==> src/rtl/sram_access_arbiter.sv <==
// sram_access_arbiter: shares the single SRAM port between the CPU (port 0)
// and the program loader / debug DMA (port 1). Every access holds Mem_OE or
// Mem_WE for WAIT_CYCLES cycles, then pulses the requester's done for one
// cycle with registered read data on rdata.
//
// Build option: define ARB_CPU_PRIORITY_EN to make port 0 win every tie
// (fixed priority). Left undefined, ties alternate round-robin, and port 0
// wins the first tie after reset.

module sram_access_arbiter #(
    parameter int ADDR_W      = 16,
    parameter int DATA_W      = 16,
    parameter int WAIT_CYCLES = 2
) (
    input  logic              Clk,
    input  logic              Reset,
    input  logic              req0,
    input  logic              req1,
    input  logic              we0,
    input  logic              we1,
    input  logic [ADDR_W-1:0] addr0,
    input  logic [ADDR_W-1:0] addr1,
    input  logic [DATA_W-1:0] wdata0,
    input  logic [DATA_W-1:0] wdata1,
    output logic              done0,
    output logic              done1,
    output logic [DATA_W-1:0] rdata,
    output logic              busy,
    output logic              Mem_OE,
    output logic              Mem_WE,
    output logic [ADDR_W-1:0] SRAM_ADDR,
    output logic [DATA_W-1:0] SRAM_WDATA,
    input  logic [DATA_W-1:0] SRAM_RDATA
);

    localparam int CNT_W = (WAIT_CYCLES > 1) ? $clog2(WAIT_CYCLES) : 1;

    typedef enum logic [1:0] {
        ST_IDLE,
        ST_ACCESS,
        ST_DONE
    } state_t;

    state_t             state;
    state_t             next_state;
    logic               grant_any;
    logic               grant_port;
    logic               port_l;
    logic               we_l;
    logic [CNT_W-1:0]   wait_cnt;

`ifndef ARB_CPU_PRIORITY_EN
    logic               rr_last;
`endif

    // Pick the winner among the current requests (only acted on in IDLE)
    always_comb begin
        grant_any  = req0 | req1;
        grant_port = 1'b0;
`ifdef ARB_CPU_PRIORITY_EN
        grant_port = ~req0;
`else
        if (req0 && req1) begin
            grant_port = ~rr_last;
        end else begin
            grant_port = ~req0;
        end
`endif
    end

    // State register; reset abandons any access in flight without a done pulse
    always_ff @(posedge Clk) begin
        if (!Reset) begin
            state <= ST_IDLE;
        end else begin
            state <= next_state;
        end
    end

    // Next-state logic: IDLE -> ACCESS for WAIT_CYCLES cycles -> DONE -> IDLE
    always_comb begin
        next_state = state;
        case (state)
            ST_IDLE: begin
                if (grant_any) begin
                    next_state = ST_ACCESS;
                end
            end
            ST_ACCESS: begin
                if (wait_cnt == '0) begin
                    next_state = ST_DONE;
                end
            end
            ST_DONE: begin
                next_state = ST_IDLE;
            end
            default: begin
                next_state = ST_IDLE;
            end
        endcase
    end

    // Access datapath: latch the winner's request at grant, count wait cycles, capture read data
    always_ff @(posedge Clk) begin
        if (!Reset) begin
            port_l     <= 1'b0;
            we_l       <= 1'b0;
            wait_cnt   <= '0;
            SRAM_ADDR  <= '0;
            SRAM_WDATA <= '0;
            rdata      <= '0;
`ifndef ARB_CPU_PRIORITY_EN
            rr_last    <= 1'b1;
`endif
        end else begin
            case (state)
                ST_IDLE: begin
                    if (grant_any) begin
                        port_l     <= grant_port;
                        we_l       <= grant_port ? we1 : we0;
                        SRAM_ADDR  <= grant_port ? addr1 : addr0;
                        SRAM_WDATA <= grant_port ? wdata1 : wdata0;
                        wait_cnt   <= CNT_W'(WAIT_CYCLES - 1);
`ifndef ARB_CPU_PRIORITY_EN
                        rr_last    <= grant_port;
`endif
                    end
                end
                ST_ACCESS: begin
                    if (wait_cnt == '0) begin
                        if (!we_l) begin
                            rdata <= SRAM_RDATA;
                        end
                    end else begin
                        wait_cnt <= wait_cnt - CNT_W'(1);
                    end
                end
                default: begin
                end
            endcase
        end
    end

    // Outputs decoded from state so OE and WE are mutually exclusive and drop as soon as ACCESS ends
    always_comb begin
        busy   = (state != ST_IDLE);
        Mem_OE = (state == ST_ACCESS) && !we_l;
        Mem_WE = (state == ST_ACCESS) && we_l;
        done0  = (state == ST_DONE) && !port_l;
        done1  = (state == ST_DONE) && port_l;
    end

endmodule
==> config.mk <==
export PLATFORM = sky130hd
export DESIGN_NAME = sram_access_arbiter
export DESIGN_NICKNAME = d
export VERILOG_FILES = /design/src/rtl/sram_access_arbiter.sv
export SDC_FILE = /design/constraint.sdc
export NUM_CORES = 1
export LEC_CHECK = 0
export BUFFER_PORTS_ARGS = -buffer_cell sky130_fd_sc_hd__buf_2
export CORE_AREA = 3 3 77 79
export CTS_BUF_LIST = sky130_fd_sc_hd__clkbuf_2
export CTS_CLUSTER_DIAMETER = 30
export DETAILED_ROUTE_END_ITERATION = 7
export DIE_AREA = 0 0 80 82
export PLACE_DENSITY = 0.87
export SLEW_MARGIN = 20
export SYNTH_ARGS = -nofsm -noshare
export SYNTH_HDL_FRONTEND = slang
export SYNTH_SLANG_ARGS = --single-unit
==> constraint.sdc <==
create_clock -name Clk -period 3.2 [get_ports Clk]
set_input_delay 0.32 -clock Clk [delete_from_list [all_inputs] [get_ports Clk]]
set_output_delay 0.32 -clock Clk [all_outputs]
set_load 0.03 [all_outputs]
# ---- Word level (Yosys, flattened, before mapping)
# Index checks and enable logic that the tools add are counted.
dict set report word_totals {
  reg_bits 54
  latch_bits 0
  mem_bits_rw 0
  mem_bits_ro 0
  inputBits 86
  output_inout_bits 53
  elab_cells 42
  mem_count 0
}
dict set report classes {
  n_addsub 1
  mul 0
  n_div 0
  magnitude_cmp 0
  eq_ne 4
  shifts 0
  mux 10
  bitwise 5
  n_reduce_logical 14
}
# operator count
set op_table {}
lappend op_table {{16-bit two-way mux} 2}
lappend op_table {{2-bit AND reduction} 3}
lappend op_table {{1-bit logical AND} 5}
lappend op_table {{1-bit two-way mux} 4}
lappend op_table {{2-bit two-way mux} 2}
lappend op_table {{2-bit != test (second input constant)} 2}
lappend op_table {{1-bit NOT} 4}
lappend op_table {{2-bit one-hot mux with 2 select lines} 1}
lappend op_table {{2-bit nonzero test} 2}
lappend op_table {{3-bit AND reduction} 1}
lappend op_table {{2-bit by 1-bit equality test with 1-bit output (second input constant)} 1}
lappend op_table {{2-bit equality test (second input constant)} 1}
lappend op_table {{1-bit zero test} 2}
lappend op_table {{2-bit zero test} 1}
lappend op_table {{1-bit one-hot mux with 2 select lines} 1}
lappend op_table {{1-bit OR} 1}
lappend op_table {{1-bit subtractor (second input constant)} 1}

# ---- Depth between registers and ports, before layout
# Gate-level depths: netlist of run 1.
dict set report depth {
  depth_word 3
  mapped_depth 6
  mapped_depth_nobuf 4
}

# ---- Least setup slack after synthesis of run 1
# OpenSTA, ideal clock, no wires.
dict set report synth_path {
  path_type {register to output}
  start {register state[1]}
  end {output port done0}
  arrival_time_ns 1.140
  required_time_ns 2.880
  slack_ns 1.740
  stages_incl_launch_ff 2
  path_buffers 0
  path_cell_list {dfxtp_1 -> nor3b_1}
}
dict set report synth_via {
  elab_chain_len 2
}
# element line
set synth_rtl {}
lappend synth_rtl {{start, declared} 44} ;# state_t state;
lappend synth_rtl {{start signal, assigned} 76} ;# state <= next_state;
lappend synth_rtl {{2-bit equality test} 149} ;# done0 = (state == ST_DONE) && !port_l;
lappend synth_rtl {{1-bit logical AND} 149}
lappend synth_rtl {{end, declared} 25} ;# output logic done0,
# Every way passes these cells.

# ---- Final worst setup path of run 1
dict set report layout_path {
  start {register state[1]}
  end {output port busy}
}
dict set report layout_via {
  elab_chain_len 1
}
# element line
set layout_rtl {}
lappend layout_rtl {{2-bit nonzero test} 146} ;# busy = (state != ST_IDLE);
lappend layout_rtl {{end, declared} 28} ;# output logic busy,
# Every way passes these cells.

==> results of run 1 <==
[sequential cells by signal, indices dropped and copies added, names as in the netlist]
name and cells:
SRAM_ADDR 16, SRAM_WDATA 16, rdata 16, state 2, port_l 1, rr_last 1, wait_cnt 1, we_l 1
[cells in the final DEF (no fill, tap or decap), types with 2 or more instances in the layout]
master,Yosys,final
clkbuf_2,1,6
o21ai_1,3,2
nor3b_1,2,2
nor2_1,2,2
nor2_4,2,2
o221a_2,17,17
and3_1,15,15
o21ai_0,15,15
dfxtp_1,54,54
o21bai_1,15,15
nand2_1,17,17
o311a_1,15,15
buf_2,10,137
nand3_1,17,17
buf_4,1,2
a311o_1,18,18
a21boi_0,33,33
a21boi_1,2,2
[metrics by stage]
| step | std cells | hold WS (ns) | total power, W |
|---|---|---|---|
| after floorplan | 272 | 0.450 | 0.00117 |
| after global placement | 449 | 0.434 | 0.00132 |
| after detailed placement | 449 | 0.441 | 0.00133 |
| after CTS | 457 | 0.0551 | 0.00159 |
| after global routing | 457 | 0.0342 | 0.00167 |
| final | 457 | 0.0852 | 0.00157 |
[cell usage after synthesis (all sizes together)]
library cell  count  area (um^2)
a21bo             1         10.0
a21boi           35          263
a311o            18          180
and3             15         93.8
and3b             1         8.76
buf              11         57.6
clkbuf           23         87.6
dfxtp            54         1080
inv               2         7.50
nand2            17         63.8
nand2b            2         15.0
nand3            17         85.1
nand3b            1         7.51
nor2              5         36.3
nor3b             2         15.0
nor4b             1         15.0
o211a             1         10.0
o21ai            18         90.1
o21bai           15          113
o221a            18          203
o311a            15          150
[path summary, 6_finish.rpt]
kind	endpoint
hold / removal	rdata[0]$_SDFFE_PN0P_
setup reg to reg	SRAM_ADDR[14]$_SDFFE_PN0P_
hold reg to reg	rdata[4]$_SDFFE_PN0P_
setup / recovery	busy
[cell families (layout without fill, tap and decap cells)]
kind of cell / count (synthesis) / after routing / synth area share
buffers and inverters: 36 / 149 / 0.0589
AO/OA/AOI/OAI: 121 / 121 / 0.393
AND/OR/NAND/NOR: 61 / 61 / 0.131
flip-flops: 54 / 54 / 0.417
[final cells by class]
cell class                 count  share of cell area
clock buffer                   6             0.00913
clock inverter                 2             0.00266
inverter                       2             0.00228
multi-input combinational    182               0.417
sequential                    54               0.329
tap                           72              0.0274
timing repair buffer         139               0.213
[tightest hold or removal path, stage by stage]
cell,delay [ns]
buf_2,0.07
nand3_1,0.05
o21ai_0,0.06
[power by group through the flow]
stage	logic (W)	clock network (W)	registers [W]
after floorplan	0.000247	0	0.000927
after global placement	0.000519	0	0.000801
after detailed placement	0.000529	0	0.000804
after CTS	0.000530	0.000270	0.000791
after global routing	0.000574	0.000294	0.000800
final	0.000527	0.000256	0.000791
[per-layer routing]
metal,part of all wire,track usage,up-vias
met5,0.0010,0,-
met4,0.0029,0.0439,2
met3,0.085,0.0504,4
met2,0.49,0.359,105
met1,0.42,0.239,1196
li1,-,-,1278
==> run summary, run 1 <==
Number of global-route vias before repair = 2,368
Maxcap violations = 0
Slew at the pin with the worst max-slew slack = 1.05 ns
Starting Density = 0.480
P&R area growth vs syn = 26.9%
FP Rows = 27
Clock network fraction of design power = 0.163
Seq pwr share = 0.503
Number of cells traversed by the worst register-to-register path = 3
Number of synthesis warnings = 0
Flops & latches, synth = 54
Number of logic stages on the critical path including buffering = 3
Drc violations = 0
Portion of the post-synthesis area used by sequential elements = 0.417
CP startpoint kind = register
Critical Path End Type = output port
Cell at the root of the clock tree = clkbuf_2
Series of cell instances along the critical path = nor2_2, inv_2, buf_2
Critical path buffer and inverter count = 2
Detailed Place HPWL = 4.70 mm
Final RePlAce weighted congestion = 0.702
Area of combinational cells with multiple inputs = 1370 um^2
Drt first-iter violations = 111
Tot GR Track Use = 0.199
Static Leak = 1.59 nW
Average instance area after synthesis = 9.53 um^2
Worst setup path startpoint = state[1]$_SDFFE_PN0P_
Sw Ratio = 0.360
Horiz. Die Dim = 80 um
Quantity of I/O buffers inserted on ports = 138
Startpoint of the tightest hold check path = SRAM_RDATA[0]
Number of antenna violations at the first check in global routing = 1
Cell with the largest stage delay on the worst path = dfxtp_1
Number of endpoints with negative hold slack in the final report = 0
Setup TNS = 0 ns
Worst Path Max Fanout = 36
Post-route clock skew = 0.0189 ns
Number of diodes = 0
Worst-skew pair later-pin latency = 0.42 ns
Number of cells upsized or downsized after cts = 0
Part of the total power dissipated in combinational logic = 0.335
Number of top-level design ports = 139
DIE AREA = 6560 um^2
Post-Place Worst Slack = 0.841 ns
Result of the run = completed
Rel. slew slack = 0.299
Number of nets produced by synthesis = 358
Slowest Stage Delay on Critical Path = 0.50 ns
Post CTS Setup Buffer Count = 0
Maximum number of pins on one net before global-route repair = 71
Setup slack of the critical path after layout = 1.08 ns
Routed wire length = 6.86 mm
Fraction of final layout cells with drive strength greater than 1 = 0.444
Post-synthesis instance total = 272
Number of buffers created by CTS = 5
Critical path data arrival time = 1.80 ns
Setup-violating endpoint count in the final report = 0
Via count = 2,585
Area of the mapped netlist = 2590 um^2
Seq. cell area = 1080 um^2
Filler Cell Count = 506
Critical Setup Path Class = register to output port
Final instance area = 3290 um^2
Number of nets with antenna violations after routing = 0
Power dissipated by switching net loads = 0.000567 W
Worst R2R Setup Slack = 1.29 ns
Clock tree from TritonCTS = yes
Max Clock Freq = 472 MHz
Drt first pass iters = 4
Area of the core region = 5410 um^2
Final number of max-transition violations = 0
Unique masters post-synth = 30
Cell area after placement = 3240 um^2
First-pass GRT wire length = 10.6 mm
Clock Path Buffers = 2
Pwr/cell area = 478 nW/um^2
Cts-stage hold buffer count = 0
Number of instances on the worst hold path = 3
Setup repair after global routing missed its margin = false
Post-detailed-route via-to-cell ratio = 5.66
Final Core Density = 0.609
Data required time of the critical path = 2.88 ns
Minimum clock period = 2.12 ns
Clock-pin transition on the worst setup and hold timing paths = 0.26 ns
Worst min-delay path category = primary input to register
Family with the most delay on the worst path = buffers and inverters
Clk sinks = 54
Internal Pwr Total = 0.00101 W
Number of nets in the finished design = 470
Crit Reg-Reg Startpoint = rr_last$_SDFFE_PN1P_
Average wire per standard cell = 15.0 um
Worst supply voltage drop on vdd = 0.256 mV
Deepest level of the CTS H-tree = 2
Die Y-Extent = 82 um
Final worst path period share = 0.661
Leftover overflow at the end of global routing = 0
No activity file was read; power rests on OpenSTA's default activity.
==> run 2: changes to the inputs <==
--- a/config.mk
+++ b/config.mk
@@ -6,12 +6,12 @@
 export NUM_CORES = 1
 export LEC_CHECK = 0
 export BUFFER_PORTS_ARGS = -buffer_cell sky130_fd_sc_hd__buf_2
-export CORE_AREA = 3 3 77 79
+export CORE_AREA = 3 3 83 85
 export CTS_BUF_LIST = sky130_fd_sc_hd__clkbuf_2
 export CTS_CLUSTER_DIAMETER = 30
 export DETAILED_ROUTE_END_ITERATION = 7
-export DIE_AREA = 0 0 80 82
-export PLACE_DENSITY = 0.87
+export DIE_AREA = 0 0 86 88
+export PLACE_DENSITY = 0.79
 export SLEW_MARGIN = 20
 export SYNTH_ARGS = -nofsm -noshare
 export SYNTH_HDL_FRONTEND = slang
==> constraint.sdc (replaced) <==
create_clock -name Clk -period 1.8 [get_ports Clk]
set_input_delay 0.18 -clock Clk [delete_from_list [all_inputs] [get_ports Clk]]
set_output_delay 0.18 -clock Clk [all_outputs]
set_load 0.03 [all_outputs]
==> run 2 against run 1 <==
  * Worst setup slack worse by 0.89 ns
  * Clock power rose to 2.9 times the previous value
  * Sequential power increased by 78%
  * Largest cell class unchanged
  * Critical endpoint unchanged
==> run summary, run 2 (synthesis gave the netlist of run 1 again) <==
FP Rows = 29 (was 27)
Number of global-route vias before repair = 2,521 (was 2,368)
Deepest level of the CTS H-tree = 2 (unchanged)
Number of diodes = 0 (unchanged)
Top library cells by usage in the layout, fill and taps aside = 138 x buf_2, 53 x dfxtp_1, 33 x a21boi_0, 18 x a311o_1 (was 137 x buf_2, 54 x dfxtp_1, 33 x a21boi_0, 18 x a311o_1)
Critical Path End Type = output port (unchanged)
Minimum clock period = 1.61 ns
Worst Path Max Fanout = 28 (was 36)
Critical path data arrival time = 1.43 ns (was 1.80 ns)
Final instance area = 3620 um^2 (was 3290 um^2)
Number of nets with antenna violations after routing = 0 (unchanged)
Fraction of final layout cells with drive strength greater than 1 = 0.443 (was 0.444)
Drc violations = 0 (unchanged)
Routed wire length = 7.75 mm (was 6.86 mm)
Series of cell instances along the critical path = nor2_2, inv_6, buf_2 (was nor2_2, inv_2, buf_2)
P&R area growth vs syn = 39.7% (was 26.9%)
DIE AREA = 7570 um^2 (was 6560 um^2)
Horiz. Die Dim = 86 um (was 80 um)
Static Leak = 1.74 nW (was 1.59 nW)
Setup repair after global routing missed its margin = false (unchanged)
Number of top-level design ports = 139 (unchanged)
Number of buffers created by CTS = 5 (unchanged)
Die Y-Extent = 88 um (was 82 um)
Final number of max-transition violations = 0 (unchanged)
Cell with the largest stage delay on the worst path = dfxtp_1 (unchanged)
Starting Density = 0.413 (was 0.480)
Post-detailed-route via-to-cell ratio = 5.55 (was 5.66)
Worst min-delay path category = primary input to register (unchanged)
Clk sinks = 54 (unchanged)
CP startpoint kind = register (unchanged)
Slowest Stage Delay on Critical Path = 0.48 ns (was 0.50 ns)
First-pass GRT wire length = 12.1 mm (was 10.6 mm)
Number of antenna violations at the first check in global routing = 0 (was 1)
Final RePlAce weighted congestion = 0.809 (was 0.702)
Wire length the detailed router placed on met1 = 3.19 mm (was 2.87 mm)
Drt first-iter violations = 130 (was 111)
Via count = 2,720 (was 2,585)
Leading registers by flop count = SRAM_ADDR: 16 flops, SRAM_WDATA: 16 flops, rdata: 16 flops (unchanged)
Clock Path Buffers = 2 (unchanged)
Data required time of the critical path = 1.62 ns (was 2.88 ns)
Post-route clock skew = 0.0391 ns (was 0.0189 ns)
Setup-violating endpoint count in the final report = 0 (unchanged)
Number of nets in the finished design = 498 (was 470)
Worst supply voltage drop on vdd = 0.425 mV (was 0.256 mV)
Number of endpoints with negative hold slack in the final report = 0 (unchanged)
Max Clock Freq = 622 MHz
Detailed Place HPWL = 5.31 mm (was 4.70 mm)
Most common cell after layout, fill and taps aside = buf_2 (unchanged)
Tot GR Track Use = 0.199 (about the same)
Maximum number of pins on one net before global-route repair = 48 (was 71)
Filler Cell Count = 573 (was 506)
Rel. slew slack = 0.667 (was 0.299)
Result of the run = completed (unchanged)
Routed met2 length = 3.77 mm (was 3.38 mm)
Leftover overflow at the end of global routing = 0 (unchanged)
Clock-pin transition on the worst setup and hold timing paths = 0.29 ns (was 0.26 ns)
Final Core Density = 0.577 (was 0.609)
Family with the most delay on the worst path = flip-flops (was buffers and inverters)
Setup TNS = 0 ns (unchanged)
Worst-skew pair later-pin latency = 0.43 ns (was 0.42 ns)
Drt first pass iters = 4 (unchanged)
Quantity of I/O buffers inserted on ports = 138 (unchanged)
Critical Setup Path Class = register to output port (unchanged)
Average wire per standard cell = 15.8 um (was 15.0 um)
Area of the core region = 6280 um^2 (was 5410 um^2)
Cell at the root of the clock tree = clkbuf_2 (unchanged)
Final worst path period share = 0.893
Highest signal layer in the routed design = met4 (was met5)
Met3 Wirelength = 651 um (was 582 um)
Pwr/cell area = 876 nW/um^2 (was 478 nW/um^2)
Cell area after placement = 3370 um^2 (was 3240 um^2)
Slew at the pin with the worst max-slew slack = 0.499 ns (was 1.05 ns)
Critical path buffer and inverter count = 2 (unchanged)
Maxcap violations = 0 (unchanged)
Clock tree from TritonCTS = yes (unchanged)
==> run 2: changes by cell type in the layout (fill, tap and decap cells not counted), sizes merged <==
| cell | previous run | this run |
|---|---|---|
| dlygate4sd3 | 0 | 16 |
| clkbuf | 6 | 5 |
| bufinv | 0 | 2 |
| clkinv | 2 | 1 |
| buf | 139 | 151 |
==> run 2: metal layers <==
layer,vias up,GRT usage
li1,1331,-
met1,1253,0.246
met2,126,0.343
met3,10,0.0414
met4,0,0.0748
met5,-,0
==> run 2: final timing paths <==
kind / to / slack, ns / cells after the start / from
min reg2reg: rdata[4]$_SDFFE_PN0P_ / 0.47 / 2 / rdata[4]$_SDFFE_PN0P_
min: SRAM_ADDR[12]$_SDFFE_PN0P_ / 0.08 / 3 / addr0[12]
max reg2reg: SRAM_ADDR[1]$_SDFFE_PN0P_ / 0.27 / 4 / state[1]$_SDFFE_PN0P_
max: busy / 0.19 / 3 / state[0]$_SDFFE_PN0P_
==> run 2: where the power goes <==
part	internal [W]	total, W	switching (W)
Combinational	0.000416	0.00101	0.000596
Clock	0.000369	0.000753	0.000384
Sequential	0.00133	0.00141	0.0000765
==> run 2: layout make-up <==
type,count,area [um^2],area share
Multi-Input combinational cell,182,1370,0.378
Sequential cell,54,1080,0.299
Timing Repair Buffer,167,973,0.269
Tap cell,77,96.3,0.0266
Clock inverter,3,63.8,0.0176
Clock buffer,5,25.0,0.00691
Inverter,2,12.5,0.00346
==> run 2: stage by stage <==
step	hold WS (ns)	instances	worst slack (ns)	total power, W
after global placement	0.393	466	0.284	0.00239
final	0.0788	490	0.192	0.00317
after floorplan	0.310	272	0.416	0.00209
after CTS	0.0511	490	0.0111	0.00320
after detailed placement	0.405	466	0.222	0.00241
after global routing	0.0353	490	0.0257	0.00336
==> run 2: what timing repair did <==
item	in CTS	in global routing
hold buffers	16	0
gates resized for setup	1	2
hold endpoints to repair	16	0
endpoints found under the setup margin	1	1
setup buffers	0	0
==> run 2: tightest hold or removal path, delay by kind of cell <==
family | cells | cell delay (ns)
buffers and inverters | 1 | 0.07
AND/OR/NAND/NOR | 1 | 0.14
AO/OA/AOI/OAI | 1 | 0.13
